**src/rtl/perceptron_trainer_if.sv**
```systemverilog
// rtl/perceptron_trainer_if.sv - sample request/ready handshake between a data source and perceptron_trainer
interface perceptron_trainer_if #(
    parameter int NUM_IN = 2,
    parameter int XW     = 7
);
    logic [NUM_IN*XW-1:0] x_in;
    logic [1:0]           t_in;
    logic                 data_ready;
    logic                 request;

    modport master (output x_in, output t_in, output data_ready, input request);
    modport slave  (input x_in, input t_in, input data_ready, output request);
endinterface

```
**src/rtl/perceptron_trainer.sv**
```systemverilog
// rtl/perceptron_trainer.sv - online perceptron trainer (Rosenblatt rule), one sample per 3 cycles
// Define PERCEPTRON_SAT_EN for saturating weight/bias updates; default build wraps two's complement.
module perceptron_trainer #(
    parameter int NUM_IN    = 2,
    parameter int XW        = 7,
    parameter int WW        = 14,
    parameter int LR_SHIFT  = 0,
    parameter int MAX_EPOCH = 255
) (
    input  logic                 clk,
    input  logic                 rst,
    input  logic                 start,
    input  logic [31:0]          n_samples,
    perceptron_trainer_if.slave  smp,
    output logic                 done,
    output logic                 converged,
    output logic [NUM_IN*WW-1:0] w,
    output logic [WW-1:0]        b,
    output logic [15:0]          epoch_count
);
    // NW holds NUM_IN (<=8) products plus bias without overflow; UW holds one update before clamp/wrap
    localparam int NW = XW + WW + 4;
    localparam int UW = XW + WW + LR_SHIFT + 2;
    localparam logic [15:0]          EPOCH_LIMIT = 16'(MAX_EPOCH);
    localparam logic signed [UW-1:0] B_STEP      = UW'(1) <<< LR_SHIFT;
`ifdef PERCEPTRON_SAT_EN
    localparam logic signed [UW-1:0] W_MAX = UW'((64'sd1 <<< (WW - 1)) - 64'sd1);
    localparam logic signed [UW-1:0] W_MIN = -W_MAX - UW'(1);
`endif

    typedef enum logic [2:0] {IDLE, REQ, COMPUTE, UPDATE, EPOCH_END, DONE} state_t;
    state_t state, state_nxt;

    logic [NUM_IN*XW-1:0] x_r;
    logic [1:0]           t_r;
    logic signed [NW-1:0] net_r, net_c;
    logic [31:0]          cnt, n_r;
    logic                 err;
    logic [15:0]          ep_next;
    logic                 ep_limit, last_sample, mis;

    function automatic logic [WW-1:0] upd(input logic [WW-1:0] cur, input logic signed [UW-1:0] step);
        logic signed [UW-1:0] sum;
        sum = UW'(signed'(cur)) + step;
`ifdef PERCEPTRON_SAT_EN
        if (sum > W_MAX) sum = W_MAX;
        if (sum < W_MIN) sum = W_MIN;
`endif
        return sum[WW-1:0];
    endfunction

    function automatic logic signed [UW-1:0] xstep(input logic [XW-1:0] x, input logic neg);
        logic signed [UW-1:0] s;
        s = UW'(signed'(x)) <<< LR_SHIFT;
        return neg ? -s : s;
    endfunction

    always_comb begin
        net_c = NW'(signed'(b));
        for (int i = 0; i < NUM_IN; i++)
            net_c = net_c + (NW'(signed'(w[i*WW +: WW])) * NW'(signed'(x_r[i*XW +: XW])));
    end

    assign ep_next     = (epoch_count == 16'hFFFF) ? epoch_count : epoch_count + 16'd1;
    assign ep_limit    = (ep_next >= EPOCH_LIMIT);
    assign last_sample = ((cnt + 32'd1) >= n_r);
    // t_r[0]=1 marks a valid target, t_r[1] is its sign; y is the sign bit of net
    assign mis         = t_r[0] && (net_r[NW-1] != t_r[1]);
    assign smp.request = (state == REQ);
    assign done        = (state == DONE);

    always_ff @(posedge clk or negedge rst) begin
        if (!rst) state <= IDLE;
        else      state <= state_nxt;
    end

    always_comb begin
        state_nxt = state;
        case (state)
            IDLE, DONE: if (start) state_nxt = (n_samples == 32'd0) ? EPOCH_END : REQ;
            REQ:        if (smp.data_ready) state_nxt = COMPUTE;
            COMPUTE:    state_nxt = UPDATE;
            UPDATE:     state_nxt = last_sample ? EPOCH_END : REQ;
            EPOCH_END:  state_nxt = (!err || ep_limit) ? DONE : REQ;
            default:    state_nxt = IDLE;
        endcase
    end

    always_ff @(posedge clk or negedge rst) begin
        if (!rst) begin
            x_r         <= '0;
            t_r         <= '0;
            net_r       <= '0;
            cnt         <= '0;
            n_r         <= '0;
            err         <= 1'b0;
            converged   <= 1'b0;
            w           <= '0;
            b           <= '0;
            epoch_count <= '0;
        end else begin
            case (state)
                IDLE, DONE: if (start) begin
                    w           <= '0;
                    b           <= '0;
                    epoch_count <= '0;
                    cnt         <= '0;
                    err         <= 1'b0;
                    converged   <= 1'b0;
                    n_r         <= n_samples;
                end
                REQ: if (smp.data_ready) begin
                    x_r <= smp.x_in;
                    t_r <= smp.t_in;
                end
                COMPUTE: net_r <= net_c;
                UPDATE: begin
                    cnt <= cnt + 32'd1;
                    if (mis) begin
                        err <= 1'b1;
                        for (int i = 0; i < NUM_IN; i++)
                            w[i*WW +: WW] <= upd(w[i*WW +: WW], xstep(x_r[i*XW +: XW], t_r[1]));
                        b <= upd(b, t_r[1] ? -B_STEP : B_STEP);
                    end
                end
                EPOCH_END: begin
                    epoch_count <= ep_next;
                    if (!err)          converged <= 1'b1;
                    else if (ep_limit) converged <= 1'b0;
                    else begin
                        err <= 1'b0;
                        cnt <= '0;
                    end
                end
                default: ;
            endcase
        end
    end
endmodule

```
**src/flat_wrapper.sv**
```systemverilog
// flat-port wrapper written by rule: the top's interface ports become plain ports
module perceptron_trainer_flat 
#(
    parameter int NUM_IN    = 2,
    parameter int XW        = 7,
    parameter int WW        = 14,
    parameter int LR_SHIFT  = 0,
    parameter int MAX_EPOCH = 255
)
  (clk, rst, start, n_samples, done, converged, w, b, epoch_count, smp_x_in, smp_t_in, smp_data_ready, smp_request);
  perceptron_trainer_if #(.NUM_IN(NUM_IN), .XW(XW)) smp_i ();
  input  logic clk;
  input  logic rst;
  input  logic start;
  input  logic [31:0] n_samples;
  output logic done;
  output logic converged;
  output logic [NUM_IN*WW-1:0] w;
  output logic [WW-1:0] b;
  output logic [15:0] epoch_count;
  input wire logic [$bits(smp_i.x_in)-1:0] smp_x_in;
  input wire logic [$bits(smp_i.t_in)-1:0] smp_t_in;
  input wire logic [$bits(smp_i.data_ready)-1:0] smp_data_ready;
  output wire logic [$bits(smp_i.request)-1:0] smp_request;
  assign smp_i.x_in = smp_x_in;
  assign smp_i.t_in = smp_t_in;
  assign smp_i.data_ready = smp_data_ready;
  assign smp_request = smp_i.request;
  perceptron_trainer #(.NUM_IN(NUM_IN), .XW(XW), .WW(WW), .LR_SHIFT(LR_SHIFT), .MAX_EPOCH(MAX_EPOCH)) u_core (.clk(clk), .rst(rst), .start(start), .n_samples(n_samples), .smp(smp_i), .done(done), .converged(converged), .w(w), .b(b), .epoch_count(epoch_count));
endmodule
```
**config.mk**
```make
export PLATFORM = sky130hd
export DESIGN_NAME = perceptron_trainer_flat
export DESIGN_NICKNAME = d
export VERILOG_FILES = /design/src/rtl/perceptron_trainer_if.sv /design/src/rtl/perceptron_trainer.sv /design/src/flat_wrapper.sv
export SDC_FILE = /design/constraint.sdc
export NUM_CORES = 1
export LEC_CHECK = 0
export CAP_MARGIN = 20
export CORE_MARGIN = 2
export CORE_UTILIZATION = 40
export CTS_CLUSTER_DIAMETER = 80
export DETAILED_ROUTE_END_ITERATION = 6
export SETUP_SLACK_MARGIN = 0.15
export SLEW_MARGIN = 20
export SYNTH_ARGS = -nofsm -noshare
export SYNTH_HDL_FRONTEND = slang
export SYNTH_SLANG_ARGS = --single-unit
```
**constraint.sdc**
```tcl
create_clock -name clk -period 7 [get_ports clk]
set_clock_uncertainty 0.2 [all_clocks]
set_input_delay 1.75 -clock clk [delete_from_list [all_inputs] [get_ports clk]]
set_output_delay 1.75 -clock clk [all_outputs]
set_load 0.005 [all_outputs]
```
# Word level (Yosys, flattened, before mapping)
# Index checks and enable logic that the tools add are counted.
# W data, S select, Z words.
[word_totals]
wordCells = 84
ff_bits = 168
in_bits = 52
output_inout_bits = 61
[classes]
order_cmp = 2
eq_ne = 13
mux = 30
reduce_logical = 17
n_addsub = 9
mul = 2
[op_table]
columns = ["op", "count"]
rows = [
  ["$mux W32", 3],
  ["$pmux W32 S3", 1],
  ["$mux W14", 5],
  ["$mux W28", 2],
  ["$pmux W28 S2", 1],
  ["$add A14 B14 Y14", 3],
  ["$mul A14 B7 Y21", 2],
  ["$add A32 B1 Y32 const B", 1],
  ["$ge A32 B32 Y1", 1],
  ["$logic_not A32 Y1", 1],
  ["$mux W16", 2],
  ["$pmux W16 S2", 1],
  ["$neg A7 Y14", 2],
  ["$pmux W14 S2", 1],
  ["$add A25 B25 Y25", 1],
  ["$add A14 B21 Y22", 1],
  ["$add A16 B1 Y16 const B", 1],
  ["$eq A16 B16 Y1 const B", 1],
  ["$ge A16 B8 Y1 const B", 1],
  ["$mux W3", 5],
  ["$pmux W3 S5", 1],
  ["$reduce_and A3 Y1", 3],
  ["$reduce_and A2 Y1", 4],
  ["$eq A3 B2 Y1 const B", 2],
  ["other kinds (17)", 27],
]

# Longest topological paths before layout
[depth]
depth_word = 6
depth_mapped = 29
depth_no_buf = 27

# Worst setup path before layout
# No wires, ideal clock.
[synth_timing]
path_kind = "register -> register"
start = "register u_core.x_r[10]"
end = "register u_core.net_r[24]"
period_less_slack_ns = 6.456
setup_time_ns = 0.065
path_buffers = 2
required_ns = 6.735
arrival_time_ns = 6.191
path_slack_ns = 0.544
stages_incl_launch_ff = 30
path_cell_list = "dfrtp_1 -> clkbuf_1 -> clkbuf_1 -> and2_1 -> fa_1 -> inv_1 -> fa_1 -> inv_1 -> fa_1 -> inv_1 -> fa_1 -> inv_1 -> ha_1 -> o21a_1 -> o31a_1 -> o211ai_1 -> a21oi_1 -> a2111oi_2 -> o31ai_1 -> a211oi_1 -> nor3_1 -> ha_1 -> a21o_1 -> a21o_1 -> a21oi_1 -> nand2_1 -> nand2_1 -> a41oi_1 -> o311ai_0 -> o21a_1"
[synth_via]
elab_chain_len = 2
[synth_lines]
columns = ["item", "line", "rtl"]
rows = [
  ["start, declared", "perceptron_trainer.sv:34", "logic [NUM_IN*XW-1:0] x_r;"],
  ["start signal, assigned", "perceptron_trainer.sv:113", "x_r <= smp.x_in;"],
  ["$mul A14 B7 Y21", "perceptron_trainer.sv:61", "net_c = net_c + (NW'(signed'(w[i*WW +: WW])) * NW'(signed'(x_r[i*XW +: XW])));"],
  ["$add A25 B25 Y25", "perceptron_trainer.sv:61", ""],
  ["end signal, assigned", "perceptron_trainer.sv:116", "COMPUTE: net_r <= net_c;"],
  ["end, declared", "perceptron_trainer.sv:36", "logic signed [NW-1:0] net_r, net_c;"],
]
# No other way between the ends.
# A chain may end at the register's enable or synchronous reset.

# Final worst setup path
[layout_timing]
start = "register u_core.x_r[2]"
end = "register u_core.net_r[24]"
[layout_via]
elab_chain_len = 3
[layout_lines]
columns = ["item", "line"]
rows = [
  ["$mul A14 B7 Y21", "perceptron_trainer.sv:61"],
  ["$add A14 B21 Y22", "perceptron_trainer.sv:61"],
  ["$add A25 B25 Y25", "perceptron_trainer.sv:61"],
]
# No other way between the ends.

==> impl_metrics.tcl <==
set metrics [dict create \
    outcome "finished, final reports clean" \
    synth_cell_types 71 \
    r2r_slack_ps 520 \
    synth_area_leaders "dfrtp_1, fa_1, ha_1" \
    vias 14000 \
    grt_pass1_wl_um 72300 \
    finalSetupViolations 0 \
    grt_start_max_net_pins 65 \
    die_h_um 212 \
    cts_setup_buffers 0 \
    maxSlewHeadroom_pct 35.7 \
    fin_ws_ps 524 \
    core_area_um2 43000 \
    ys_seq_elements 144 \
    ioPinCount 113 \
    cts_buffer_depth 2 \
    cts_tree "yes" \
    vias_per_cell 5.24 \
    maxCapViolCount 0 \
    ys_warn_count 0 \
    synth_edf_count 0 \
    crit_arrival_ps 6650 \
    cts_hold_buf 0 \
    gp_congestion 0.835 \
    drt-initial-drc-count 849 \
    first_global_vias 14600 \
    synth.most_common_cell "inv_1" \
    synth-adder-area-share_pct 32.6 \
    synthMuxAreaShare_pct 1.13 \
    fp.dieArea_um2 45100 \
    firstDrtPassIters 5 \
    synthArstFlopShare_pct 100 \
    synth_fp_nets 2385 \
    min_period_ps 6480 \
    grt_use_total_pct 20.4 \
    clock-sinks 144 \
    cp_max_fo 12 \
    place_ws_ps 268 \
    clk_pin_slew_worst_paths_ps 60 \
    place_inst 2640 \
    synth-simple-area-share_pct 18.0 \
    cp-end-kind "flip-flop" \
    ys_seq_area_share_pct 20.7 \
    die_width_um 212 \
    synth_compound_area_share_pct 13.8 \
    synth-xor-area-share_pct 5.74 \
    fin_crit_sh_pct 92.5 \
    setup.worst_path.class "reg -> reg" \
    tightest_slew_ps 963 \
    synth_top_area_cell "dfrtp_1" \
    cp_slowest_cell "dfrtp_1" \
    grt_overflow_total 0 \
    crit_required_ps 7170 \
    drt_wl_total_um 42600 \
    crit_family "adder cells" \
    netlist_instances 1983 \
    startpoint_type "flip-flop" \
    synth_top_area_share_pct 20.7 \
    htree_levels 4 \
    fmax_mhz 154 \
    whs_ps 288 \
    avgSynthCellArea_um2 8.77 \
    antenna_left 0 \
    cts_buffers 17 \
    nets 2476 \
    path_common_cell "fa_1" \
    drt-wirelength-per-cell_um 15.9 \
    hold_violations 0 \
    yosys-top-cells-count "inv_1, ha_1, fa_1, nand2_1" \
    crit_buf_inv 5 \
    synth_top_family_by_area "adder cells" \
    final_cells 2673 \
    area_growth_pct 14.1 \
    route.detailed.drc 0 \
    rsz0062_at_grt "false" \
    hpwlAfterDp_um 33200 \
    synth.cell_area_um2 17400 \
    clk_latency_ps 490 \
    finalSetupTns_ps 0 \
    rows 76 \
    ys.flop_type "dfrtp_1" \
    fillers 4242 \
    initial_core_util_pct 40.4 \
    critical-path-max-stage-delay_ps 600 \
    drive_above_1_share_pct 4.65 \
    grt_antenna_before_repair 0 \
    min_path_type "reg -> reg" \
    root_buffer "clkbuf_16" \
    portBuffers 112 \
    slew_violations 0 \
]
## final timing paths
| path | start | to | depth (start not counted) |
|---|---|---|---|
| worst max-delay path | u_core.x_r[2] | u_core.net_r[24] | 25 |
| worst min-delay path | u_core.n_r[0] | u_core.n_r[0] | 2 |
| worst max register to register | u_core.x_r[2] | u_core.net_r[24] | 25 |
| worst min register to register | u_core.n_r[0] | u_core.n_r[0] | 2 |
| max in group asynchronous | rst | u_core.x_r[13] | 2 |
| min in group asynchronous | rst | u_core.cnt[15] | 1 |
## flip-flops by register name, summed over array words and instances, names as in the netlist
name and count:
u_core.t_r 2, u_core.err 1, u_core.epoch_count 16, u_core.x_r 14, u_core.cnt 32, u_core.state 3, u_core.n_r 32, u_core.b 14
u_core.w 28, u_core.net_r 1, u_core.converged 1
## metal layers
layer	vias to the layer above	global-route usage (%)	routed length [µm]
li1	6765	-	-
met5	-	0	0
met1	6962	25.6	18900
met3	55	3.71	1560
met4	0	7.67	1070
met2	214	35.0	21000
## placed cells by master, fill, tap and decap left out, drive strengths merged, types with 25 or more instances in the layout
cell,n
fa,171
buf,29
xor2,39
xnor2,75
a21o,25
o21ai,143
nand3,38
nor2b,25
nor3,40
dfrtp,144
ha,179
and2,144
clkdlybuf4s50,111
nor2,94
a21oi,67
inv,305
nand2,169
## layout make-up
cell class,instances,area (µm²),area share (%)
Multi-Input combinational cell,1470,12400,62.5
Clock inverter,13,174,0.877
Clock buffer,19,453,2.28
Inverter,301,1130,5.69
Tap cell,585,732,3.69
Timing Repair Buffer,140,1330,6.72
Antenna cell,1,2.50,0.0126
Sequential cell,144,3610,18.2
## cell families after synthesis
| group | count (synthesis) |
|---|---|
| AO/OA/AOI/OAI | 377 |
| XOR/XNOR | 114 |
| adder cells (fa/ha/maj) | 350 |
| buffers and inverters | 369 |
| flip-flops | 144 |
| multiplexers | 18 |
| AND/OR/NAND/NOR | 611 |
## worst min-delay path, delay by kind of cell (launching register included)
family           cells  cell delay [ps]
and+or+nand+nor      2              110
DFF                  1              350
## what timing repair did
action                                  4_1_cts  5_1_grt
resized for setup                             0       10
hold endpoints to repair                      0        0
endpoints found under the setup margin        0        1
## through the flow
stage / instance area, µm² / util (%)
final: 19800 / 46.2
after detailed placement: 19200 / 44.6
after global placement: 19200 / 44.6
after global routing: 19800 / 46.2
after floorplan: 17400 / -
after CTS: 19800 / 46.1
Power is left out: the tool's default activity adds up to more than one toggle a clock period on the data nets, which glitch-free logic cannot reach.
